===== src/rtl/mac_sequencer.sv =====
// Operand-pair FIFO plus job sequencer driving one mac over its start/ready handshake.
// Each job's result is the accumulator delta, so the mac is never cleared.
module mac_sequencer #(
  parameter int unsigned OPSIZE     = 8,
  parameter int unsigned FIFO_DEPTH = 4,
  parameter int unsigned LENW       = 8,
  parameter int unsigned TIMEOUT    = 64
) (
  input  logic                  clk,
  input  logic                  rst_n,
  input  logic                  job_start,
  input  logic [LENW-1:0]       job_len,
  output logic                  job_busy,
  input  logic                  in_valid,
  output logic                  in_ready,
  input  logic [OPSIZE-1:0]     in_a,
  input  logic [OPSIZE-1:0]     in_b,
  output logic                  mac_start,
  output logic [OPSIZE-1:0]     mac_a,
  output logic [OPSIZE-1:0]     mac_b,
  input  logic [2*OPSIZE-1:0]   mac_out,
  input  logic                  mac_ready,
  output logic                  res_valid,
  output logic [2*OPSIZE-1:0]   res_data,
  output logic                  err_timeout
);

  localparam int unsigned PtrW = $clog2(FIFO_DEPTH);
  localparam int unsigned CntW = $clog2(FIFO_DEPTH + 1);
  localparam int unsigned TmoW = $clog2(TIMEOUT + 1);
  localparam int unsigned ResW = 2 * OPSIZE;

  typedef enum logic [2:0] {
    StIdle,
    StArm,
    StIssue,
    StWaitBusy,
    StWaitDone,
    StFinish
  } state_e;

  // ---------------- operand FIFO ----------------
  logic [OPSIZE-1:0] mem_a_q [FIFO_DEPTH];
  logic [OPSIZE-1:0] mem_b_q [FIFO_DEPTH];
  logic [PtrW-1:0]   wr_ptr_q, rd_ptr_q;
  logic [CntW-1:0]   count_q, count_d;
  logic              full, empty, push, pop;

  state_e state_q, state_d;

  assign full     = (count_q == CntW'(FIFO_DEPTH));
  assign empty    = (count_q == '0);
  assign in_ready = !full;
  // Full blocks a push even if a pop happens in the same cycle.
  assign push     = in_valid && !full;
  assign pop      = (state_q == StIssue) && !empty;

  always_comb begin
    count_d = count_q;
    if (push && !pop) begin
      count_d = count_q + CntW'(1);
    end else if (!push && pop) begin
      count_d = count_q - CntW'(1);
    end
  end

  always_ff @(posedge clk or negedge rst_n) begin
    if (!rst_n) begin
      wr_ptr_q <= '0;
      rd_ptr_q <= '0;
      count_q  <= '0;
    end else begin
      if (push) wr_ptr_q <= wr_ptr_q + PtrW'(1);
      if (pop)  rd_ptr_q <= rd_ptr_q + PtrW'(1);
      count_q <= count_d;
    end
  end

  always_ff @(posedge clk) begin
    if (push) begin
      mem_a_q[wr_ptr_q] <= in_a;
      mem_b_q[wr_ptr_q] <= in_b;
    end
  end

  // ---------------- job sequencer ----------------
  logic [LENW-1:0]   rem_q, rem_d;
  logic [ResW-1:0]   base_q, base_d;
  logic [ResW-1:0]   res_q, res_d;
  logic              busy_q, busy_d;
  logic              err_q, err_d;
  logic              start_q, start_d;
  logic [OPSIZE-1:0] a_q, a_d, b_q, b_d;
  logic [TmoW-1:0]   tmo_q, tmo_d;
  logic              timed_out;

  assign timed_out = (tmo_q == TmoW'(TIMEOUT - 1));

  always_comb begin
    state_d = state_q;
    rem_d   = rem_q;
    base_d  = base_q;
    res_d   = res_q;
    busy_d  = busy_q;
    err_d   = err_q;
    start_d = 1'b0;
    a_d     = a_q;
    b_d     = b_q;
    tmo_d   = '0;
    unique case (state_q)
      StIdle: begin
        if (job_start) begin
          err_d  = 1'b0;
          busy_d = 1'b1;
          base_d = mac_out;
          if (job_len == '0) begin
            res_d   = '0;
            state_d = StFinish;
          end else begin
            rem_d   = job_len;
            state_d = StArm;
          end
        end
      end
      StArm: begin
        if (mac_ready) begin
          base_d  = mac_out;
          state_d = StIssue;
        end
      end
      StIssue: begin
        if (!empty) begin
          start_d = 1'b1;
          a_d     = mem_a_q[rd_ptr_q];
          b_d     = mem_b_q[rd_ptr_q];
          state_d = StWaitBusy;
        end
      end
      StWaitBusy: begin
        if (!mac_ready) begin
          state_d = StWaitDone;
        end else if (timed_out) begin
          err_d   = 1'b1;
          busy_d  = 1'b0;
          state_d = StIdle;
        end else begin
          tmo_d = tmo_q + TmoW'(1);
        end
      end
      StWaitDone: begin
        if (mac_ready) begin
          rem_d = rem_q - LENW'(1);
          if (rem_q == LENW'(1)) begin
            // mac_out is valid in the cycle ready returns, so the result is taken here.
            res_d   = mac_out - base_q;
            state_d = StFinish;
          end else begin
            state_d = StIssue;
          end
        end else if (timed_out) begin
          err_d   = 1'b1;
          busy_d  = 1'b0;
          state_d = StIdle;
        end else begin
          tmo_d = tmo_q + TmoW'(1);
        end
      end
      StFinish: begin
        busy_d  = 1'b0;
        state_d = StIdle;
      end
      default: state_d = StIdle;
    endcase
  end

  always_ff @(posedge clk or negedge rst_n) begin
    if (!rst_n) begin
      state_q <= StIdle;
      rem_q   <= '0;
      base_q  <= '0;
      res_q   <= '0;
      busy_q  <= 1'b0;
      err_q   <= 1'b0;
      start_q <= 1'b0;
      a_q     <= '0;
      b_q     <= '0;
      tmo_q   <= '0;
    end else begin
      state_q <= state_d;
      rem_q   <= rem_d;
      base_q  <= base_d;
      res_q   <= res_d;
      busy_q  <= busy_d;
      err_q   <= err_d;
      start_q <= start_d;
      a_q     <= a_d;
      b_q     <= b_d;
      tmo_q   <= tmo_d;
    end
  end

  assign job_busy    = busy_q;
  assign mac_start   = start_q;
  assign mac_a       = a_q;
  assign mac_b       = b_q;
  assign res_valid   = (state_q == StFinish);
  assign res_data    = res_q;
  assign err_timeout = err_q;

endmodule


===== config.mk =====
export PLATFORM = sky130hd
export DESIGN_NAME = mac_sequencer
export DESIGN_NICKNAME = d
export VERILOG_FILES = /design/src/rtl/mac_sequencer.sv
export SDC_FILE = /design/constraint.sdc
export NUM_CORES = 1
export LEC_CHECK = 0
export CELL_PAD_IN_SITES_DETAIL_PLACEMENT = 1
export CELL_PAD_IN_SITES_GLOBAL_PLACEMENT = 2
export CORE_MARGIN = 2
export CORE_UTILIZATION = 35
export CTS_BUF_LIST = sky130_fd_sc_hd__clkbuf_8
export DETAILED_ROUTE_END_ITERATION = 10
export GPL_ROUTABILITY_DRIVEN = 1
export GPL_TIMING_DRIVEN = 0
export PLACE_DENSITY_LB_ADDON = 0.1
export SLEW_MARGIN = 20
export SYNTH_ARGS = -nofsm -noshare
export SYNTH_HDL_FRONTEND = slang
export SYNTH_SLANG_ARGS = --single-unit

===== constraint.sdc =====
create_clock -name clk -period 2.1 [get_ports clk]
set_input_delay 0.315 -clock clk [delete_from_list [all_inputs] [get_ports clk]]
set_output_delay 0.315 -clock clk [all_outputs]
set_load 0.02 [all_outputs]

==> flow_summary_export.csv <==
group,metric,value,unit
outcome,outcome,"complete, no violations",
routing,detailedRoute.firstPassIterationCount,4,
yosys,ys.flop_type,"sky130_fd_sc_hd__dfrtp_1",
global_routing,grt.met1_usage,21.7,%
floorplanning,initial_cell_density_of_the_core,35.7,%
sta,final_worst_path_period_share,99.0,%
global_routing,first_global_vias,4775,
sta,hold_violations,0,
power,static_leakage_power,3.19,nW
setup_path,cp_data_arrival_time,2.45,ns
final_layout,seqCellArea,3830,um^2
global_routing,global_route.peak_usage_layer,"met2",
clock_tree,path_clk_slew,0.09,ns
setup_path,rrSetupSlack,0.04,ns
yosys,synthArstFlopShare,54.3,%
yosys,synth.area.top_cells,"sky130_fd_sc_hd__edfxtp_1, sky130_fd_sc_hd__dfrtp_1, sky130_fd_sc_hd__mux4_2, sky130_fd_sc_hd__ha_1, sky130_fd_sc_hd__o21ai_0",
placement,port-buffer-count,81,
setup_path,critPathMaxFanout,4,
floorplanning,die_area,19500,um^2
yosys,synth_seq_area_share,59.4,%
routing,drc,0,
floorplanning,rows,49,
sta,finalMaxSlewViolations,0,
placement,placement.cell_area,7560,um^2
clock_tree,insertion_delay_of_the_later_clocked_pin_in_the_worst_skew_pair,0.44,ns
global_routing,number_of_antenna_violations_at_the_first_check_in_global_routing,0,
floorplanning,ios,82,
final_layout,layout.nets,695,
routing,wl_per_cell,17.7,um
yosys,ys_types,54,
clock_tree,root_buffer_cell,"sky130_fd_sc_hd__clkbuf_8",
sta,tightest_slew,1.01,ns
setup_path,cp-start-kind,"primary input",
yosys,postSynthAreaPerCell,12.5,um^2
setup_path,crit_required,2.47,ns
final_layout,antenna-diode-count,0,
yosys,synth.ff_latch_count,140,
yosys,synthDominantAreaCellType,"sky130_fd_sc_hd__edfxtp_1",
routing,drt-total-wl,15.3,mm
setup_path,critPathKind,"in2reg",
placement,hpwlAfterDp,10.6,mm
final_layout,area_added_between_synthesis_and_finish,27.1,%
power,ir_worst_vdd,0.470,mV
yosys,post-synth-top-area-fraction,29.8,%
final_layout,layout-drive-gt1-share,19.2,%
power,power-per-cell-area,1330,nW/um^2
yosys,synth-edff-count,64,
clock_tree,clock_tree.buffer_depth,2,
setup_path,regToRegStartpoint,"base_q[0]$_DFFE_PN0P_",
yosys,netlist_instances,514,
sta,fmaxAchievable,481,MHz
final_layout,final.fill_count,1918,
sta,finalCriticalPeriod,2.08,ns
sta,setup_viol,0,
clock_tree,numCtsBuffers,17,
final_layout,layout_cell_area_excl_fill,8190,um^2
yosys,synthesis.nets,585,
sta,maxSlewHeadroom,32.5,%
power,report.power.total,10.9,mW
sta,rsz0062_at_grt,"yes",
global_routing,maximum_number_of_pins_on_one_net_before_global_route_repair,48,
global_routing,global_route_wire_length_before_repair,25.1,mm
hold_path,hold_path.class,"in2async",
setup_path,startpoint,"mac_out[0]",
yosys,ys_warn_count,0,
placement,final_estimated_routing_congestion_in_global_placement,0.759,
floorplanning,core-area,18000,um^2
clock_tree,cts_tree,"done",
global_routing,use_met2,26.5,%
routing,detailroute.via_count,4389,
floorplanning,die_width,140,um
clock_tree,cts_max_level,4,
sta,clock_skew,0.0130,ns
routing,avgViaCountPerCell,5.07,
routing,route.antenna.remaining_nets,0,
global_routing,grt_overflow,0,
yosys,netlist_top_cells_count,"sky130_fd_sc_hd__dfrtp_1, sky130_fd_sc_hd__edfxtp_1, sky130_fd_sc_hd__nand2_1",
global_routing,grt_util_met3,4.37,%
run,maxCapViolations,0,
floorplanning,chipHeight,140,um
yosys,post_synth_instance_area,6440,um^2
setup_path,worstSetupEndpointType,"flop",
final_layout,multiInputGateArea,2560,um^2
routing,drtIter0Drc,169,
global_routing,track_usage,16.5,%
clock_tree,clock_sinks,140,
yosys,yosys.cell_count.top_type,"sky130_fd_sc_hd__dfrtp_1",
registers in the layout, summed over array words and instances (netlist names), 2 cells and up:
signal    flops
wr_ptr_q      2
mem_a_q      32
mac_b         8
res_data     16
tmo_q         7
state_q       3
mac_a         8
rd_ptr_q      2
rem_q         8
count_q       3
base_q       16
mem_b_q      32
per-layer routing:
layer	vias to the layer above	wire length (um)
li1	2088	-
met1	2211	7020
met2	70	7440
met3	20	507
met4	0	319
met5	-	0
path summary, 6_finish.rpt:
check | end | cells past startpoint
min in group clk | tmo_q[0]$_DFF_PN0_ | 1
worst min-delay path | mac_start$_DFF_PN0_ | 2
max in group asynchronous | state_q[2]$_DFFE_PN0P_ | 3
worst max register to register | res_data[14]$_DFFE_PN0P_ | 8
worst max-delay path | res_data[14]$_DFFE_PN0P_ | 10
worst min register to register | tmo_q[0]$_DFF_PN0_ | 1
timing repair:
action                                 in CTS  in global routing
setup buffers                               7                  2
pin swaps                                   3                  4
gates resized for setup                    20                 34
endpoints found under the hold margin      29                  0
setup endpoints to repair                  26                 47
hold buffers                                1                  0
worst max-delay path: stages:
cell and delay, ns:
sky130_fd_sc_hd__clkdlybuf4s50_1 0.47, sky130_fd_sc_hd__inv_1 0.06, sky130_fd_sc_hd__ha_2 0.18, sky130_fd_sc_hd__fa_2 0.35, sky130_fd_sc_hd__nand2b_4 0.16, sky130_fd_sc_hd__a21oi_4 0.15, sky130_fd_sc_hd__a211oi_4 0.07, sky130_fd_sc_hd__a2bb2oi_4 0.17
sky130_fd_sc_hd__or4_1 0.42, sky130_fd_sc_hd__nand3_1 0.09
final cells by class:
type	count	area share, %
flip-flops and latches	140	46.8
multi-input cells	325	31.3
repair buffers	92	11.1
well taps	229	3.50
clock buffers	18	3.03
clock inverters	14	1.53
plain buffers	20	1.50
inverters	28	1.28
power breakdown:
group,switching (mW),internal [mW],total (mW)
clock,1.09,0.969,2.06
sequential,0.391,3.69,4.08
combinational,2.56,2.17,4.73
through the flow:
| stage | utilization, % | instances | setup WS, ns | hold WS (ns) | TNS (ns) |
|---|---|---|---|---|---|
| global route | 45.4 | 866 | -0.0448 | 0.362 | -0.128 |
| floorplan | - | 514 | 0.0269 | 0.0194 | 0 |
| detailed placement | 42.0 | 825 | -0.765 | 0.305 | -14.72 |
| CTS | 44.7 | 864 | 0.00218 | 0.346 | 0 |
| global placement | 41.8 | 824 | -2.48 | 0.443 | -200.04 |
| finish | 45.4 | 866 | 0.0213 | 0.363 | 0 |
cell usage in the layout (no fill, tap or decap), drive strengths merged, types with 4 or more instances in the layout:
cell           Yosys  final
nand3             12     12
mux2              19     19
and3               7      7
nor2b              5      5
mux4              16     16
nor2              27     27
xor2              10     10
nor3              12     12
ha                24     24
dfrtp             76     76
nand2b             7      7
clkinvlp           0      4
inv               28     32
xnor2             10     10
a22oi              4      4
clkinv             0      5
a211oi             4      4
buf                8     16
clkdlybuf4s50      0     78
o21ai             47     47
nand4              7      7
a21oi             25     25
edfxtp            64     64
nand2             49     49
clkbuf            13     33
cells by family after synthesis:
group	synth area share, %
AND/OR/NAND/NOR	11.2
flip-flops	59.4
AO/OA/AOI/OAI	9.09
buffers and inverters	3.15
multiplexers	9.23
adder cells (fa/ha/maj)	5.28
XOR/XNOR	2.72
Power figures use the tool's default switching activity.
==> RTL change 1: new RTL, config.mk and constraints unchanged <==
The parameter `OPSIZE` goes from 8 to 32.
--- a/src/rtl/mac_sequencer.sv
+++ b/src/rtl/mac_sequencer.sv
@@ -2,5 +2,5 @@
 // Each job's result is the accumulator delta, so the mac is never cleared.
 module mac_sequencer #(
-  parameter int unsigned OPSIZE     = 8,
+  parameter int unsigned OPSIZE     = 32,
   parameter int unsigned FIFO_DEPTH = 4,
   parameter int unsigned LENW       = 8,
Ports: changed (6 resized); port bits go from 82 to 274. No check against the original RTL was run, so the function may have changed too.
==> RTL change 1 against the unedited design <==
The flow now finishes with violations (negative setup slack); maximum frequency is 30% lower; sequential cell count is 336 higher; via count grew to 3.6 times the old value; hold slack worse by 0.16 ns; worst setup slack worse by 0.88 ns; power grew to 3.9 times the old value; design area grew to 3.7 times the old value; global-route usage is 3.9 points higher; sequential share of layout area is 2.6 points lower; wire length grew to 4.3 times the old value; area after synthesis grew to 3.4 times the old value; die area grew to 3.3 times the old value.
==> RTL change 1: results (changes against the unedited design) <==
[critical_path]
path_delay_family = compound AO/OA/AOI/OAI gates
critPathMaxFanout = 3  ; -1
crit_type = flop to flop
slowest_delay_ns = 0.43  ; -0.04 ns

[logic_synthesis]
muxShareOfSynthArea = 0.101  ; +0.00916
synthTopCellsByCount = edfxtp_1 (256), dfrtp_1 (220), nand2_1 (180)
synth.distinct_cells = 79  ; +46%
synth_nets = 1934  ; +230%
synth-seq-area-share = 0.604  ; +0.0102

[finish]
num-nonclk-inverters = 92  ; +230%
top_regs = mem_a_q (128), mem_b_q (128)
diodes = 5  ; +5
fillers = 6305  ; +230%
drive_gt1_frac = 0.275  ; +0.0830

[status]
status = finished with violations
violations = negative setup slack

[place]
place_ws_ns = -1.85  ; -1.08 ns
port_buffers = 272  ; +240%
hpwlAfterDp_um = 45100  ; +320%

[routing]
wl_met1_um = 26100  ; +270%
post_drt_wl_per_cell_um = 21.1  ; +20%
highest_layer = met5

[sta]
setup_viol = 56  ; +56
fin_ws_ns = -0.857  ; -0.878 ns
skew_ns = 0.0575  ; +0.0446 ns
hold_ws_ns = 0.203  ; -0.160 ns

[cts]
cts_hold_buf = 2  ; +1
cts_buffers = 85  ; +68
postCtsSetupBuffers = 53  ; +46

[global_routing]
grtUsageTotal = 0.204  ; +0.0387

## RTL change 1: cell types whose count changed in the layout (fill, tap and decap cells not counted), sizes merged, moves of 48 or more
| cell | delta |
|---|---|
| a21oi | +74 |
| buf | +107 |
| clkbuf | +107 |
| clkdlybuf4s50 | +149 |
| dfrtp | +144 |
| edfxtp | +192 |
| ha | +48 |
| inv | +90 |
| mux2 | +48 |
| mux4 | +48 |
| nand2 | +131 |
| o21ai | +131 |
## RTL change 1: report_power, final
group,switching (uW),internal [uW],leakage (uW)
logic,11000,9240,0.00572
clock network,4140,4850,0.000983
registers,1000,12500,0.00512
## RTL change 1: layer usage
metal	up-vias	track usage
met5	-	0
met4	14	0.0770
met3	150	0.0603
met2	345	0.348
met1	7810	0.242
li1	7272	-
## RTL change 1: per-stage QoR
stage / area [um2] / TNS [ns]
2_1_floorplan: 22100 / -11.24
3_3_place_gp: 25800 / -2731.30
3_5_place_dp: 26000 / -171.24
4_1_cts: 28900 / -29.24
5_1_grt: 29900 / -32.83
6_report: 29900 / -26.97
==> RTL change 2: new RTL, same settings <==
Without the edit above. Re-encode `state_e` (6 states) as one-hot, 6 bits wide.
--- a/src/rtl/mac_sequencer.sv
+++ b/src/rtl/mac_sequencer.sv
@@ -31,11 +31,11 @@
   localparam int unsigned ResW = 2 * OPSIZE;
 
-  typedef enum logic [2:0] {
-    StIdle,
-    StArm,
-    StIssue,
-    StWaitBusy,
-    StWaitDone,
-    StFinish
+  typedef enum logic [5:0] {
+    StIdle     = 6'b000001,
+    StArm      = 6'b000010,
+    StIssue    = 6'b000100,
+    StWaitBusy = 6'b001000,
+    StWaitDone = 6'b010000,
+    StFinish   = 6'b100000
   } state_e;
 
Formal check against the unedited RTL: no difference found for any inputs over 4 cycles, from zero or initial values and one cycle with rst_n low; so few cycles prove little.
==> RTL change 2 against the unedited design <==
The flow now finishes with violations (negative setup slack); hold slack lost 0.074 ns; wire length rose by 14%; critical path depth shrank 1; clock skew rose by 0.0088 ns; worst setup slack worse by 0.17 ns; non-clock buffer count rose by 31; core utilization is 3.6 points higher; area after synthesis grew 4.3%; design area is 12% higher; maximum frequency fell by 7.6%; sequential cell count grew 3; power up 6.3%; highest routed layer unchanged.
==> RTL change 2: results (changes against the unedited design) <==
[logic_synthesis]
synth_nets = 598  ; +2.2%
synth.distinct_cells = 68  ; +26%
async_flop_share = 0.552  ; +0.00959
muxShareOfSynthArea = 0.0914  ; -0.000834
synth_xor_area_frac = 0.0287  ; +0.00148
ys_top_cells_by_area = dfrtp_1 (29%), edfxtp_1 (29%), mux4_2 (5.4%)
synth-compound-area-share = 0.107  ; +0.0158
synthTopCellsByCount = dfrtp_1 (78), edfxtp_1 (64), nand2_1 (58)
synth-seq-area-share = 0.580  ; -0.0132

[routing]
drtIter0Drc = 182  ; +7.7%
vias = 4704  ; +7.2%

[global_routing]
grt_pass1_wl_um = 27300  ; +8.8%
grt_max_degree = 35  ; -27%
overflow = 0  ; unchanged

[hold_path]
hp-class = input pin to asynchronous set/reset pin

[sta]
skew_ns = 0.0218  ; +0.00879 ns
slew_headroom = 0.353  ; +0.0282
setup_viol = 39  ; +39
tns_ns = -3.11  ; -3.11 ns
fin_ws_ns = -0.149  ; -0.170 ns

[critical_path]
crit_type = flop to flop
r2r-start = state_q[1]
crit_slowest_cell = dfrtp_2
critPathMaxFanout = 3  ; -1
reg2reg_to = count_q[1]
crit_arrival_ns = 2.58  ; +0.13 ns
endpoint = count_q[1]
slowest_delay_ns = 0.44  ; -0.03 ns
rr_worst_depth = 9  ; +1

[status]
violations = negative setup slack
status = finished with violations

[power_and_ir_drop]
p_leak_uw = 0.00364  ; +14%
max-vdd-ir-drop_uv = 542  ; +15%

[place]
port_buffers = 80  ; -1.2%

[finish]
fillers = 1925  ; +0.36%
drive_gt1_frac = 0.350  ; +0.158

[cts]
postCtsSetupBuffers = 27  ; +20
path_clk_slew_ns = 0.10
cts_repair_resize_count = 68  ; +240%

==> RTL change 2: cell count changes after synthesis, moves of 4 or more <==
cell      unedited run  this run
o21ai_1              0        12
nand4_1              6         1
a211oi_1             4         0
nand3b_1             0         4
o31ai_1              3         7
clkbuf_1            13         9
a22o_1               1         6
nor3_1              11         7
nand2_1             49        58
o21ai_0             47        26
buf_6                1         5
==> RTL change 2: per-stage QoR <==
stage	hold slack, ns	utilization	worst slack (ns)	area (um2)	instances
floorplan	0.0194	-	-0.107	6760	527
global placement	0.448	0.418	-2.56	7850	841
detailed placement	0.233	0.420	-0.729	7890	843
CTS	0.286	0.465	-0.143	8720	905
global route	0.281	0.490	-0.233	9200	917
finish	0.288	0.490	-0.149	9200	917
==> RTL change 2: power by group <==
part / switching [uW] / internal, uW
Clock: 1230 / 856
Combinational: 2780 / 2580
Sequential: 438 / 3670
Total: 4450 / 7110
==> RTL change 2: layout make-up <==
| cell class | instances | area share |
|---|---|---|
| Clock inverter | 15 | 0.0135 |
| Tap cell | 234 | 0.0318 |
| Multi-Input combinational cell | 335 | 0.334 |
| Inverter | 30 | 0.0122 |
| Buffer | 15 | 0.0182 |
| Timing Repair Buffer | 128 | 0.140 |
| Clock buffer | 17 | 0.0254 |
| Sequential cell | 143 | 0.425 |
==> RTL change 2: routing by layer <==
| layer | track usage | part of all wire | vias up | wire length (um) |
|---|---|---|---|---|
| met2 | 0.288 | 0.50 | 53 | 8710 |
| met1 | 0.241 | 0.47 | 2426 | 8260 |
| met5 | 0 | 0 | - | 0 |
| met3 | 0.0323 | 0.020 | 7 | 357 |
| li1 | - | - | 2218 | - |
| met4 | 0.0422 | 0.0063 | 0 | 110 |
